## src/rtl/mips_fetch_pkg.sv

```systemverilog
// mips_fetch_pkg: shared constants and the {pc,instr} entry type for the fetch front end.
package mips_fetch_pkg;
    localparam int INSTR_W = 32;
    localparam int ADDR_W  = 32;
    localparam logic [ADDR_W-1:0]  RESET_PC = 32'h0000_0000;
    localparam logic [ADDR_W-1:0]  PC_STEP  = 32'd4;
    localparam logic [INSTR_W-1:0] NOP      = 32'h0000_0000;
    typedef struct packed {
        logic [ADDR_W-1:0]  pc;
        logic [INSTR_W-1:0] instr;
    } fetch_entry_t;
endpackage

```

## src/rtl/mips_fetch_stage_fifo.sv

```systemverilog
// fetch_fifo: synchronous FIFO of fetch entries with flush; push is taken when full only alongside a pop.
module fetch_fifo
    import mips_fetch_pkg::*;
#(
    parameter int DEPTH = 4
) (
    input  logic                   clk,
    input  logic                   reset,
    input  logic                   i_flush,
    input  logic                   i_push,
    input  fetch_entry_t           i_din,
    input  logic                   i_pop,
    output fetch_entry_t           o_dout,
    output logic [$clog2(DEPTH):0] o_count
);
    localparam int AW = $clog2(DEPTH);
    localparam logic [AW:0] FULL = (AW+1)'(DEPTH);

    fetch_entry_t   r_mem [DEPTH];
    logic [AW-1:0]  r_wr;
    logic [AW-1:0]  r_rd;
    logic [AW:0]    r_count;
    logic           w_push;
    logic           w_pop;

    assign w_pop   = i_pop && r_count != '0;
    assign w_push  = i_push && (r_count != FULL || w_pop);
    assign o_dout  = r_mem[r_rd];
    assign o_count = r_count;

    always_ff @(posedge clk or negedge reset) begin
        if (!reset) begin
            r_wr    <= '0;
            r_rd    <= '0;
            r_count <= '0;
        end else if (i_flush) begin
            r_wr    <= '0;
            r_rd    <= '0;
            r_count <= '0;
        end else begin
            r_wr    <= w_push ? r_wr + 1'b1 : r_wr;
            r_rd    <= w_pop ? r_rd + 1'b1 : r_rd;
            r_count <= r_count + (AW+1)'(w_push) - (AW+1)'(w_pop);
        end
    end

    always_ff @(posedge clk) begin
        if (w_push) r_mem[r_wr] <= i_din;
    end
endmodule

```

## src/rtl/mips_fetch_stage.sv

```systemverilog
// mips_fetch_stage: owns the fetch PC, issues credit-limited imem requests, pairs responses with
// their PCs and presents {pc,instr} to decode; redirects flush the buffers and drop stale responses.
module mips_fetch_stage #(
    parameter logic [31:0] RESET_PC = mips_fetch_pkg::RESET_PC,
    parameter int          QDEPTH   = 4
) (
    input  logic        clk,
    input  logic        reset,
    output logic        imem_req,
    output logic [31:0] imem_addr,
    input  logic        imem_ready,
    input  logic        imem_rvalid,
    input  logic [31:0] imem_rdata,
    input  logic        redirect_valid,
    input  logic [31:0] redirect_pc,
    output logic        if_valid,
    output logic [31:0] if_pc,
    output logic [31:0] if_instr,
    input  logic        id_ready,
    output logic [31:0] pc
);
    import mips_fetch_pkg::*;

    localparam int CW = $clog2(QDEPTH) + 1;

    logic          r_run;
    logic [31:0]   r_pc;
    logic [CW-1:0] r_out;
    logic [CW-1:0] r_drop;
    logic [CW-1:0] w_qcnt;
    logic [CW-1:0] w_icnt;
    fetch_entry_t  w_req;
    fetch_entry_t  w_infl;
    fetch_entry_t  w_qin;
    fetch_entry_t  w_qhead;
    logic          w_pop;
    logic          w_acc;
    logic          w_resp;
    logic          w_keep;
    logic          w_credit;

    // Outstanding requests (stale ones included) plus buffered entries never exceed QDEPTH.
    assign w_pop    = if_valid && id_ready;
    assign w_credit = {1'b0, r_out} + {1'b0, w_qcnt} - (CW+1)'(w_pop) < (CW+1)'(QDEPTH);
    assign imem_req  = r_run && !redirect_valid && w_credit;
    assign imem_addr = r_pc;
    assign pc        = r_pc;
    assign w_acc  = imem_req && imem_ready;
    assign w_resp = imem_rvalid && r_out != '0;
    assign w_keep = w_resp && r_drop == '0;
    assign w_req  = '{pc: r_pc, instr: NOP};

    assign if_valid = w_qcnt != '0;
    assign if_pc    = if_valid ? w_qhead.pc : '0;
    assign if_instr = if_valid ? w_qhead.instr : '0;

    always_comb begin
        w_qin       = w_infl;
        w_qin.instr = imem_rdata;
    end

    always_ff @(posedge clk or negedge reset) begin
        if (!reset) begin
            r_run  <= 1'b0;
            r_pc   <= RESET_PC;
            r_out  <= '0;
            r_drop <= '0;
        end else begin
            r_run <= 1'b1;
            r_out <= r_out + CW'(w_acc) - CW'(w_resp);
            if (redirect_valid) begin
                r_pc   <= redirect_pc & ~32'h3;
                r_drop <= r_out - CW'(w_resp);
            end else begin
                r_pc   <= w_acc ? r_pc + PC_STEP : r_pc;
                r_drop <= (w_resp && r_drop != '0) ? r_drop - CW'(1) : r_drop;
            end
        end
    end

    fetch_fifo #(.DEPTH(QDEPTH)) u_inflight (
        .clk     (clk),
        .reset   (reset),
        .i_flush (redirect_valid),
        .i_push  (w_acc),
        .i_din   (w_req),
        .i_pop   (w_keep),
        .o_dout  (w_infl),
        .o_count (w_icnt)
    );

    fetch_fifo #(.DEPTH(QDEPTH)) u_queue (
        .clk     (clk),
        .reset   (reset),
        .i_flush (redirect_valid),
        .i_push  (w_keep),
        .i_din   (w_qin),
        .i_pop   (w_pop),
        .o_dout  (w_qhead),
        .o_count (w_qcnt)
    );

    always @(posedge clk) begin
        if (reset) begin
            assert (!(imem_rvalid && r_out == '0));
            assert (w_icnt == r_out - r_drop);
        end
    end
endmodule

```

## config.mk

```make
export PLATFORM = sky130hd
export DESIGN_NAME = mips_fetch_stage
export DESIGN_NICKNAME = d
export VERILOG_FILES = /design/src/rtl/mips_fetch_pkg.sv /design/src/rtl/mips_fetch_stage_fifo.sv /design/src/rtl/mips_fetch_stage.sv
export SDC_FILE = /design/constraint.sdc
export NUM_CORES = 1
export LEC_CHECK = 0
export CORE_ASPECT_RATIO = 2
export CORE_MARGIN = 5
export CORE_UTILIZATION = 58
export DETAILED_ROUTE_END_ITERATION = 8
export HOLD_SLACK_MARGIN = 0.1
export PLACE_DENSITY = 0.91
export SKIP_CTS_REPAIR_TIMING = 1
export SLEW_MARGIN = 20
export SYNTH_ARGS = -nofsm -noshare
export SYNTH_HDL_FRONTEND = slang
export SYNTH_HIERARCHICAL = 1
export SYNTH_SLANG_ARGS = --single-unit
```

## constraint.sdc

```tcl
create_clock -name clk -period 5.8 [get_ports clk]
set_input_delay 1.74 -clock clk [delete_from_list [all_inputs] [get_ports clk]]
set_output_delay 1.74 -clock clk [all_outputs]
set_load 0.01 [all_outputs]
```

==> results of run 1 <==
worst max-delay path by stage:
| stage | startpoint | endpoint | cells past startpoint | slack (ns) |
|---|---|---|---|---|
| 2_1_floorplan | id_ready | u_inflight/r_mem[0][32] | 11 | 1.01 |
| 3_3_place_gp | id_ready | imem_req | 11 | 0.08 |
| 3_5_place_dp | id_ready | imem_req | 11 | 0.07 |
| 4_1_cts | id_ready | imem_req | 11 | 0.03 |
| 5_1_grt | id_ready | imem_req | 11 | 0.35 |
| 6_report | id_ready | imem_req | 11 | 0.43 |
flip-flops by register name (all words and copies together) (netlist names):
register	count
u_queue/r_mem	256
u_inflight/r_rd	2
u_queue/r_rd	2
r_out	3
imem_addr	30
r_run	1
u_inflight/o_count	3
r_drop	3
u_inflight/r_mem	128
u_inflight/r_wr	2
u_queue/o_count	3
u_queue/r_wr	2
metrics by stage:
step                instances  worst slack [ns]  instance area, µm²  utilization (%)
global route             1551            0.3504               21210            69.24
floorplan                 989             1.014               17930                -
finish                   1551            0.4336               21210            69.24
detailed placement       1485           0.06524               19990            65.27
global placement         1485           0.07780               19990            65.27
CTS                      1551           0.03188               21200            69.23
where the power goes:
group	internal, µW	total (µW)	switching, µW
Clock	1410	2490	1080
Combinational	553	1090	541
Sequential	3600	3740	137
per-layer routing:
metal	vias to the layer above	track usage [%]
li1	4089	-
met1	4747	27.09
met2	416	38.06
met3	69	3.594
met4	0	7.390
met5	-	0
layout make-up:
class                   instances  share of cell area (%)
flip-flops and latches        435                   60.43
repair buffers                205                   9.735
well taps                     372                   2.195
clock inverters                23                   1.245
clock buffers                  43                   4.472
inverters                      32                  0.5664
multi-input cells             441                   21.35
==> impl_metrics.json, run 1 <==
{
  "fillCellCount": 1864,
  "clkTransAtPathRegs_ns": 0.06,
  "grt_pass1_vias": 10050,
  "yosysWarnings": 6,
  "wl_per_cell_um": 23.74,
  "cts-root-buf": "clkbuf_16",
  "core_area_mm2": 0.03063,
  "hold_start": "r_out[2]",
  "drive_gt1_share_pct": 15.61,
  "grt_max_degree": 88,
  "antennaDiodeCount": 0,
  "critPathTopFamily": "simple AND/OR/NAND/NOR gates",
  "holdPathStages": 1,
  "power_per_cell_area_mw_per_mm2": 345.3,
  "critPathKind": "input port to output port",
  "setup_viol": 0,
  "cts_tree": "done",
  "postRouteAntennaNets": 0,
  "drt-total-wl_um": 36820,
  "clock-sinks": 435,
  "netlist_instances": 978,
  "vias": 9321,
  "die_w_um": 134.2,
  "hold_end": "r_out[2]",
  "p_leak_uw": 0.006977,
  "insertion_delay_ns": 0.55,
  "synth_area_per_cell_um2": 18.29,
  "finalHoldViolCount": 0,
  "cp-end-kind": "output port",
  "worst_pin_slew_ns": 1.088,
  "max-clock-path-buffers": 3,
  "rsz0062_at_grt": "no",
  "finalSetupTns_ns": 0,
  "finalWeightedCongestion": 0.7762,
  "die-area_mm2": 0.03467,
  "start_util_pct": 58.42,
  "skew_ns": 0.03253,
  "drc_errors": 0,
  "top_layer_used": "met4",
  "num_rows": 91,
  "critPathBufInv": 3,
  "drtPass1Iterations": 5,
  "start_kind": "input port",
  "slew_viol_final": 0,
  "fin_crit_sh_pct": 92.52,
  "reg2reg_depth": 20,
  "grt_pass1_wl_um": 57280,
  "layout_common_cells": "384 x edfxtp_1, 190 x clkdlybuf4s50_1, 96 x mux4_2",
  "cp_cell_sequence": "clkdlybuf4s50_1, and2_1, ha_1, inv_1, ha_1, and3b_4, nor2_1, nor2_1, a21oi_1, nor3b_1, dlymetal6s2s_1",
  "maxCapViolCount": 0,
  "port_buffers": 193,
  "r2r_slack_ns": 1.75,
  "met1Wirelength_um": 13630,
  "htree_levels": 2,
  "final_nets": 1248,
  "r2r_start": "u_queue/o_count[1]",
  "cpPeakStageDelay_ns": 0.47,
  "worstPathRequired_ns": 4.06,
  "die_y_um": 258.4,
  "wl_met3_um": 2248,
  "final_common_cell": "edfxtp_1",
  "grt_usage_pct": 21.55,
  "multi_input_area_mm2": 0.004528,
  "finalPower_uw": 7322,
  "r2r-end": "u_inflight/o_count[2]",
  "worst_slew_margin_rel_pct": 27.46,
  "status": "completed",
  "max_freq_mhz": 186.3,
  "hold_path.class": "register to register",
  "vias_per_cell": 6.010,
  "seq_area_mm2": 0.01282,
  "grt_antenna_before_repair": 0,
  "wl_met2_um": 19630,
  "arrival_ns": 3.63,
  "drt-initial-drc-count": 709,
  "crit_path_top_delay_cell": "clkdlybuf4s50_1",
  "hold_ws_ns": 0.5522,
  "timing.final.crit_period_ns": 5.366,
  "area_growth_pct": 18.52,
  "io_pins": 200,
  "grt_overflow_total": 0,
  "synth_area_mm2": 0.01789,
  "cts_made_buffers": 36,
  "critPathMaxFanout": 3,
  "dpl.hpwl_um": 22040,
  "vdd_ir_drop_max_mv": 0.2843
}
(Power assumes the default switching activity.)
==> run 2, diff against run 1 <==
--- a/config.mk
+++ b/config.mk
@@ -7,10 +7,10 @@
 export LEC_CHECK = 0
 export CORE_ASPECT_RATIO = 2
 export CORE_MARGIN = 5
-export CORE_UTILIZATION = 58
+export CORE_UTILIZATION = 59
 export DETAILED_ROUTE_END_ITERATION = 8
 export HOLD_SLACK_MARGIN = 0.1
-export PLACE_DENSITY = 0.91
+export PLACE_DENSITY = 0.92
 export SKIP_CTS_REPAIR_TIMING = 1
 export SLEW_MARGIN = 20
 export SYNTH_ARGS = -nofsm -noshare
==> constraint.sdc (replaced) <==
create_clock -name clk -period 5.3 [get_ports clk]
set_input_delay 1.59 -clock clk [delete_from_list [all_inputs] [get_ports clk]]
set_output_delay 1.59 -clock clk [all_outputs]
set_load 0.01 [all_outputs]
==> impl_metrics.json, run 2 (synthesis gave the netlist of run 1 again) <==
{
  "status": "completed",
  "clock-sinks": 435,
  "r2r_start": "u_queue/o_count[1]",
  "grt_max_degree": 88,
  "vias": 9215,
  "io_pins": 200,
  "postRouteAntennaNets": 0,
  "drive_gt1_share_pct": 16.65,
  "setup_viol": 0,
  "crit_path_top_delay_cell": "clkdlybuf4s50_1",
  "power_per_cell_area_mw_per_mm2": 377.6,
  "htree_levels": 2,
  "wl_per_cell_um": 23.02,
  "antennaDiodeCount": 0,
  "grt_pass1_wl_um": 56860,
  "finalPower_uw": 8038,
  "drtPass1Iterations": 5,
  "max_freq_mhz": 192.7,
  "seq_area_mm2": 0.01281,
  "r2r_slack_ns": 1.21,
  "crit_end": "imem_req",
  "final_common_cell": "edfxtp_1",
  "critPathKind": "input port to output port",
  "vias_per_cell": 5.918,
  "layout_common_cells": "384 x edfxtp_1, 190 x clkdlybuf4s50_1, 96 x mux4_2",
  "die_y_um": 256.3,
  "finalWeightedCongestion": 0.8166,
  "grt_pass1_vias": 9896,
  "cpPeakStageDelay_ns": 0.56,
  "arrival_ns": 3.60,
  "critPathMaxFanout": 2,
  "fin_ws_ns": 0.1105,
  "regMostFlops": "u_queue/r_mem",
  "drt-total-wl_um": 35840,
  "cts-root-buf": "clkbuf_16",
  "grt_usage_pct": 21.52,
  "largest_register_ff_count": 256,
  "vdd_ir_drop_max_mv": 0.3476,
  "die_w_um": 133.1,
  "insertion_delay_ns": 0.54,
  "timing.final.crit_period_ns": 5.189,
  "fin_crit_sh_pct": 97.91,
  "finalSetupTns_ns": 0,
  "worst_slew_margin_rel_pct": 33.36,
  "drc_errors": 0,
  "slew_viol_final": 0,
  "cts_tree": "done",
  "core_area_mm2": 0.03007,
  "finalHoldViolCount": 0,
  "skew_ns": 0.01823,
  "worst_pin_slew_ns": 0.9997,
  "num_rows": 90,
  "post-place-ws_ns": -0.3572,
  "p_leak_uw": 0.007015,
  "maxCapViolCount": 0,
  "grt_overflow_total": 0,
  "max-clock-path-buffers": 3,
  "worstPathRequired_ns": 3.71,
  "cp_cell_sequence": "clkdlybuf4s50_1, and2_4, ha_1, inv_1, ha_1, and3b_4, nor2_1, nor2_1, a21oi_1, nor3b_2, clkbuf_2",
  "final_nets": 1257,
  "port_buffers": 193,
  "fillCellCount": 1784,
  "clkTransAtPathRegs_ns": 0.06,
  "holdPathStages": 1,
  "cp-end-kind": "output port",
  "dpl.hpwl_um": 21910,
  "reg2reg_depth": 21,
  "grt_antenna_before_repair": 0,
  "start_util_pct": 59.51,
  "die-area_mm2": 0.03412,
  "hold_path.class": "register to register",
  "r2r-end": "u_inflight/o_count[2]",
  "start_kind": "input port",
  "setup.worst_path.start": "id_ready",
  "cts_made_buffers": 37,
  "drt-initial-drc-count": 623,
  "area_growth_pct": 18.99,
  "rsz0062_at_grt": "no",
  "multi_input_area_mm2": 0.004536
}
[run 2: cell types whose count changed in the layout (fill, tap and decap cells not counted), sizes merged]
cell	delta
bufinv	-2
clkinvlp	+1
inv	-3
clkbuf	+5
dlymetal6s2s	-1
buf	+8
clkinv	+2
[run 2: final cells by class]
cell class              instances  share of cell area, %
inverters                      32                 0.5642
flip-flops and latches        435                  60.19
repair buffers                213                  10.00
clock buffers                  47                  4.825
clock inverters                21                 0.9521
well taps                     368                  2.163
multi-input cells             441                  21.30
[run 2: where the power goes]
group          internal [µW]  leakage [µW]  switching [µW]
logic                    623       0.00233             616
clock network           1540      0.000589            1180
registers               3940       0.00409             141
total                   6100       0.00701            1940
[run 2: metal layers]
layer / wire [µm] / share of wire [%] / track usage, % / vias up
li1: - / - / - / 4107
met1: 13060 / 36 / 26.05 / 4702
met2: 19800 / 55 / 38.94 / 330
met3: 1619 / 4.5 / 2.766 / 76
met4: 1360 / 3.8 / 8.724 / 0
met5: 0 / 0 / 0 / -
[run 2: metrics by stage]
step | cells | instance area [µm²] | utilization, % | hold slack [ns]
2_1_floorplan | 989 | 17930 | - | 0.5025
3_3_place_gp | 1489 | 20060 | 66.71 | 0.5214
3_5_place_dp | 1489 | 20060 | 66.71 | 0.5718
4_1_cts | 1557 | 21290 | 70.80 | 0.5896
5_1_grt | 1557 | 21290 | 70.81 | 0.6239
6_report | 1557 | 21290 | 70.81 | 0.5968
[run 2: how the worst min path moves through the flow]
stage	startpoint	endpoint	slack, ns
finish	r_out[2]	r_out[2]	0.60
global route	r_out[2]	r_out[2]	0.62
CTS	u_queue/r_rd[1]	u_queue/r_rd[1]	0.59
detailed placement	u_queue/r_rd[1]	u_queue/r_rd[1]	0.57
global placement	u_queue/r_rd[1]	u_queue/r_rd[1]	0.52
floorplan	r_out[2]	r_out[2]	0.50
[run 2: critical path, delay by kind of cell]
family / cells / cell delay [ns]
AO/OA/AOI/OAI: 1 / 0.06
adder cells (fa/ha/maj): 2 / 0.44
buffers and inverters: 3 / 0.77
AND/OR/NAND/NOR: 5 / 0.74
==> run 3, diff against run 2 <==
--- a/config.mk
+++ b/config.mk
@@ -7,10 +7,10 @@
 export LEC_CHECK = 0
 export CORE_ASPECT_RATIO = 2
 export CORE_MARGIN = 5
-export CORE_UTILIZATION = 59
+export CORE_UTILIZATION = 35
 export DETAILED_ROUTE_END_ITERATION = 8
 export HOLD_SLACK_MARGIN = 0.1
-export PLACE_DENSITY = 0.92
+export PLACE_DENSITY = 0.64
 export SKIP_CTS_REPAIR_TIMING = 1
 export SLEW_MARGIN = 20
 export SYNTH_ARGS = -nofsm -noshare
==> impl_metrics.json, run 3 (synthesis gave the netlist of run 1 again) <==
{
  "status": "completed",
  "die_w_um": 169.9,
  "cp-end-kind": "output port",
  "rsz0062_at_grt": "no",
  "power_per_cell_area_mw_per_mm2": 377.1,
  "slew_viol_final": 0,
  "grt_max_degree": 87,
  "vias_per_cell": 4.925,
  "setup.worst_path.start": "id_ready",
  "r2r_slack_ns": 1.34,
  "finalWeightedCongestion": 0.7832,
  "finalPower_uw": 8238,
  "wl_per_cell_um": 20.66,
  "r2r_start": "u_queue/o_count[1]",
  "port_buffers": 193,
  "max_freq_mhz": 199.0,
  "maxCapViolCount": 0,
  "dpl.hpwl_um": 24920,
  "fin_crit_sh_pct": 94.81,
  "critPathTopFamily": "simple AND/OR/NAND/NOR gates",
  "reg2reg_depth": 21,
  "num_rows": 117,
  "hold_start": "r_out[2]",
  "seq_area_mm2": 0.01282,
  "grt_usage_pct": 13.73,
  "start_kind": "input port",
  "core_area_mm2": 0.05080,
  "drt-total-wl_um": 38230,
  "htree_levels": 2,
  "largest_register_ff_count": 256,
  "final_common_cell": "edfxtp_1",
  "vdd_ir_drop_max_mv": 0.2180,
  "drtPass1Iterations": 5,
  "critPathBufInv": 3,
  "drc_errors": 0,
  "timing.final.crit_period_ns": 5.025,
  "area_growth_pct": 22.09,
  "top_layer_used": "met5",
  "drive_gt1_share_pct": 16.99,
  "postRouteAntennaNets": 0,
  "clkTransAtPathRegs_ns": 0.06,
  "grt_overflow_total": 0,
  "skew_ns": 0.01581,
  "max-clock-path-buffers": 3,
  "hold_ws_ns": 0.5661,
  "die_y_um": 329.8,
  "critPathMaxFanout": 2,
  "finalHoldViolCount": 0,
  "r2r-end": "u_inflight/o_count[2]",
  "worst_slew_margin_rel_pct": 49.09,
  "die-area_mm2": 0.05602,
  "layout_common_cells": "384 x edfxtp_1, 190 x clkdlybuf4s50_1, 96 x mux4_2",
  "crit_end": "imem_req",
  "fillCellCount": 4431,
  "cpPeakStageDelay_ns": 0.46,
  "multi_input_area_mm2": 0.004533,
  "wl_met3_um": 1791,
  "critPathKind": "input port to output port",
  "worstPathRequired_ns": 3.71,
  "final_nets": 1264,
  "worst_pin_slew_ns": 0.7637,
  "cts-root-buf": "clkbuf_16",
  "wl_met2_um": 20830,
  "grt_pass1_vias": 9939,
  "met1Wirelength_um": 14300,
  "grt_antenna_before_repair": 2,
  "holdPathStages": 1,
  "start_util_pct": 35.22,
  "cp_cell_sequence": "clkdlybuf4s50_1, and2_1, ha_1, inv_1, ha_1, and3b_4, nor2_1, nor2_1, a21oi_1, nor3b_1, dlymetal6s2s_1",
  "crit_path_top_delay_cell": "clkdlybuf4s50_1",
  "io_pins": 200,
  "p_leak_uw": 0.007122,
  "drt-initial-drc-count": 553,
  "insertion_delay_ns": 0.55,
  "setup_viol": 0,
  "cts_tree": "done",
  "arrival_ns": 3.43,
  "cts_made_buffers": 39,
  "hold_path.class": "register to register",
  "clock-sinks": 435,
  "grt_pass1_wl_um": 58900,
  "vias": 9111,
  "regMostFlops": "u_queue/r_mem",
  "path_depth": 11
}
==> run 3: cell types whose count changed in the layout (fill, tap and decap cells not counted), sizes merged <==
| cell | delta |
|---|---|
| buf | +5 |
| clkinvlp | -3 |
| inv | +1 |
| clkbuf | -2 |
| diode | +1 |
| dlymetal6s2s | +1 |
| bufinv | +4 |
==> run 3: stage by stage <==
step | cells | setup TNS (ns) | cell area [µm²] | utilization (%) | worst slack (ns)
finish | 1850 | 0 | 21840 | 43.00 | 0.2750
CTS | 1849 | -0.1294 | 21840 | 42.99 | -0.1294
floorplan | 989 | 0 | 17930 | - | 0.6639
detailed placement | 1780 | -0.08122 | 20520 | 40.40 | -0.08122
global route | 1850 | 0 | 21840 | 43.00 | 0.1481
global placement | 1780 | -0.1030 | 20520 | 40.40 | -0.1030
==> run 3: worst register-to-register path, cell delays in order, from the launching register on <==
cell	delay [ns]
dfrtp_1	0.49
inv_1	0.13
nand3_2	0.10
and2_1	0.16
ha_1	0.15
inv_1	0.04
ha_1	0.28
and3b_4	0.20
buf_4	0.13
nor4_1	0.33
nor2_1	0.09
or2_2	0.30
inv_1	0.07
o41a_1	0.16
inv_1	0.05
ha_1	0.26
inv_1	0.05
ha_1	0.13
inv_1	0.05
fa_1	0.37
xnor2_1	0.19
nor2_1	0.06
==> run 3: how the worst min path moves through the flow <==
stage                           to  slack [ns]
after floorplan           r_out[2]        0.50
after global placement    r_out[2]        0.55
after detailed placement  r_out[2]        0.56
after CTS                 r_out[2]        0.57
after global routing      r_out[2]        0.58
final                     r_out[2]        0.57
==> run 3: power breakdown <==
| part | internal [µW] | switching (µW) |
|---|---|---|
| combinational | 627 | 595 |
| sequential | 3940 | 145 |
| clock | 1710 | 1230 |
| total | 6270 | 1970 |
==> run 3: routing by layer <==
| layer | vias up | GRT usage, % |
|---|---|---|
| met5 | - | 0 |
| met4 | 2 | 5.413 |
| met3 | 64 | 1.976 |
| met2 | 247 | 25.47 |
| met1 | 4684 | 15.77 |
| li1 | 4114 | - |
==> run 3: cell type report <==
class | count | area share (%)
diodes | 1 | 0.01146
multi-input cells | 441 | 20.75
clock inverters | 23 | 1.443
repair buffers | 218 | 10.24
well taps | 654 | 3.746
flip-flops and latches | 435 | 58.67
clock buffers | 46 | 4.588
inverters | 32 | 0.5499
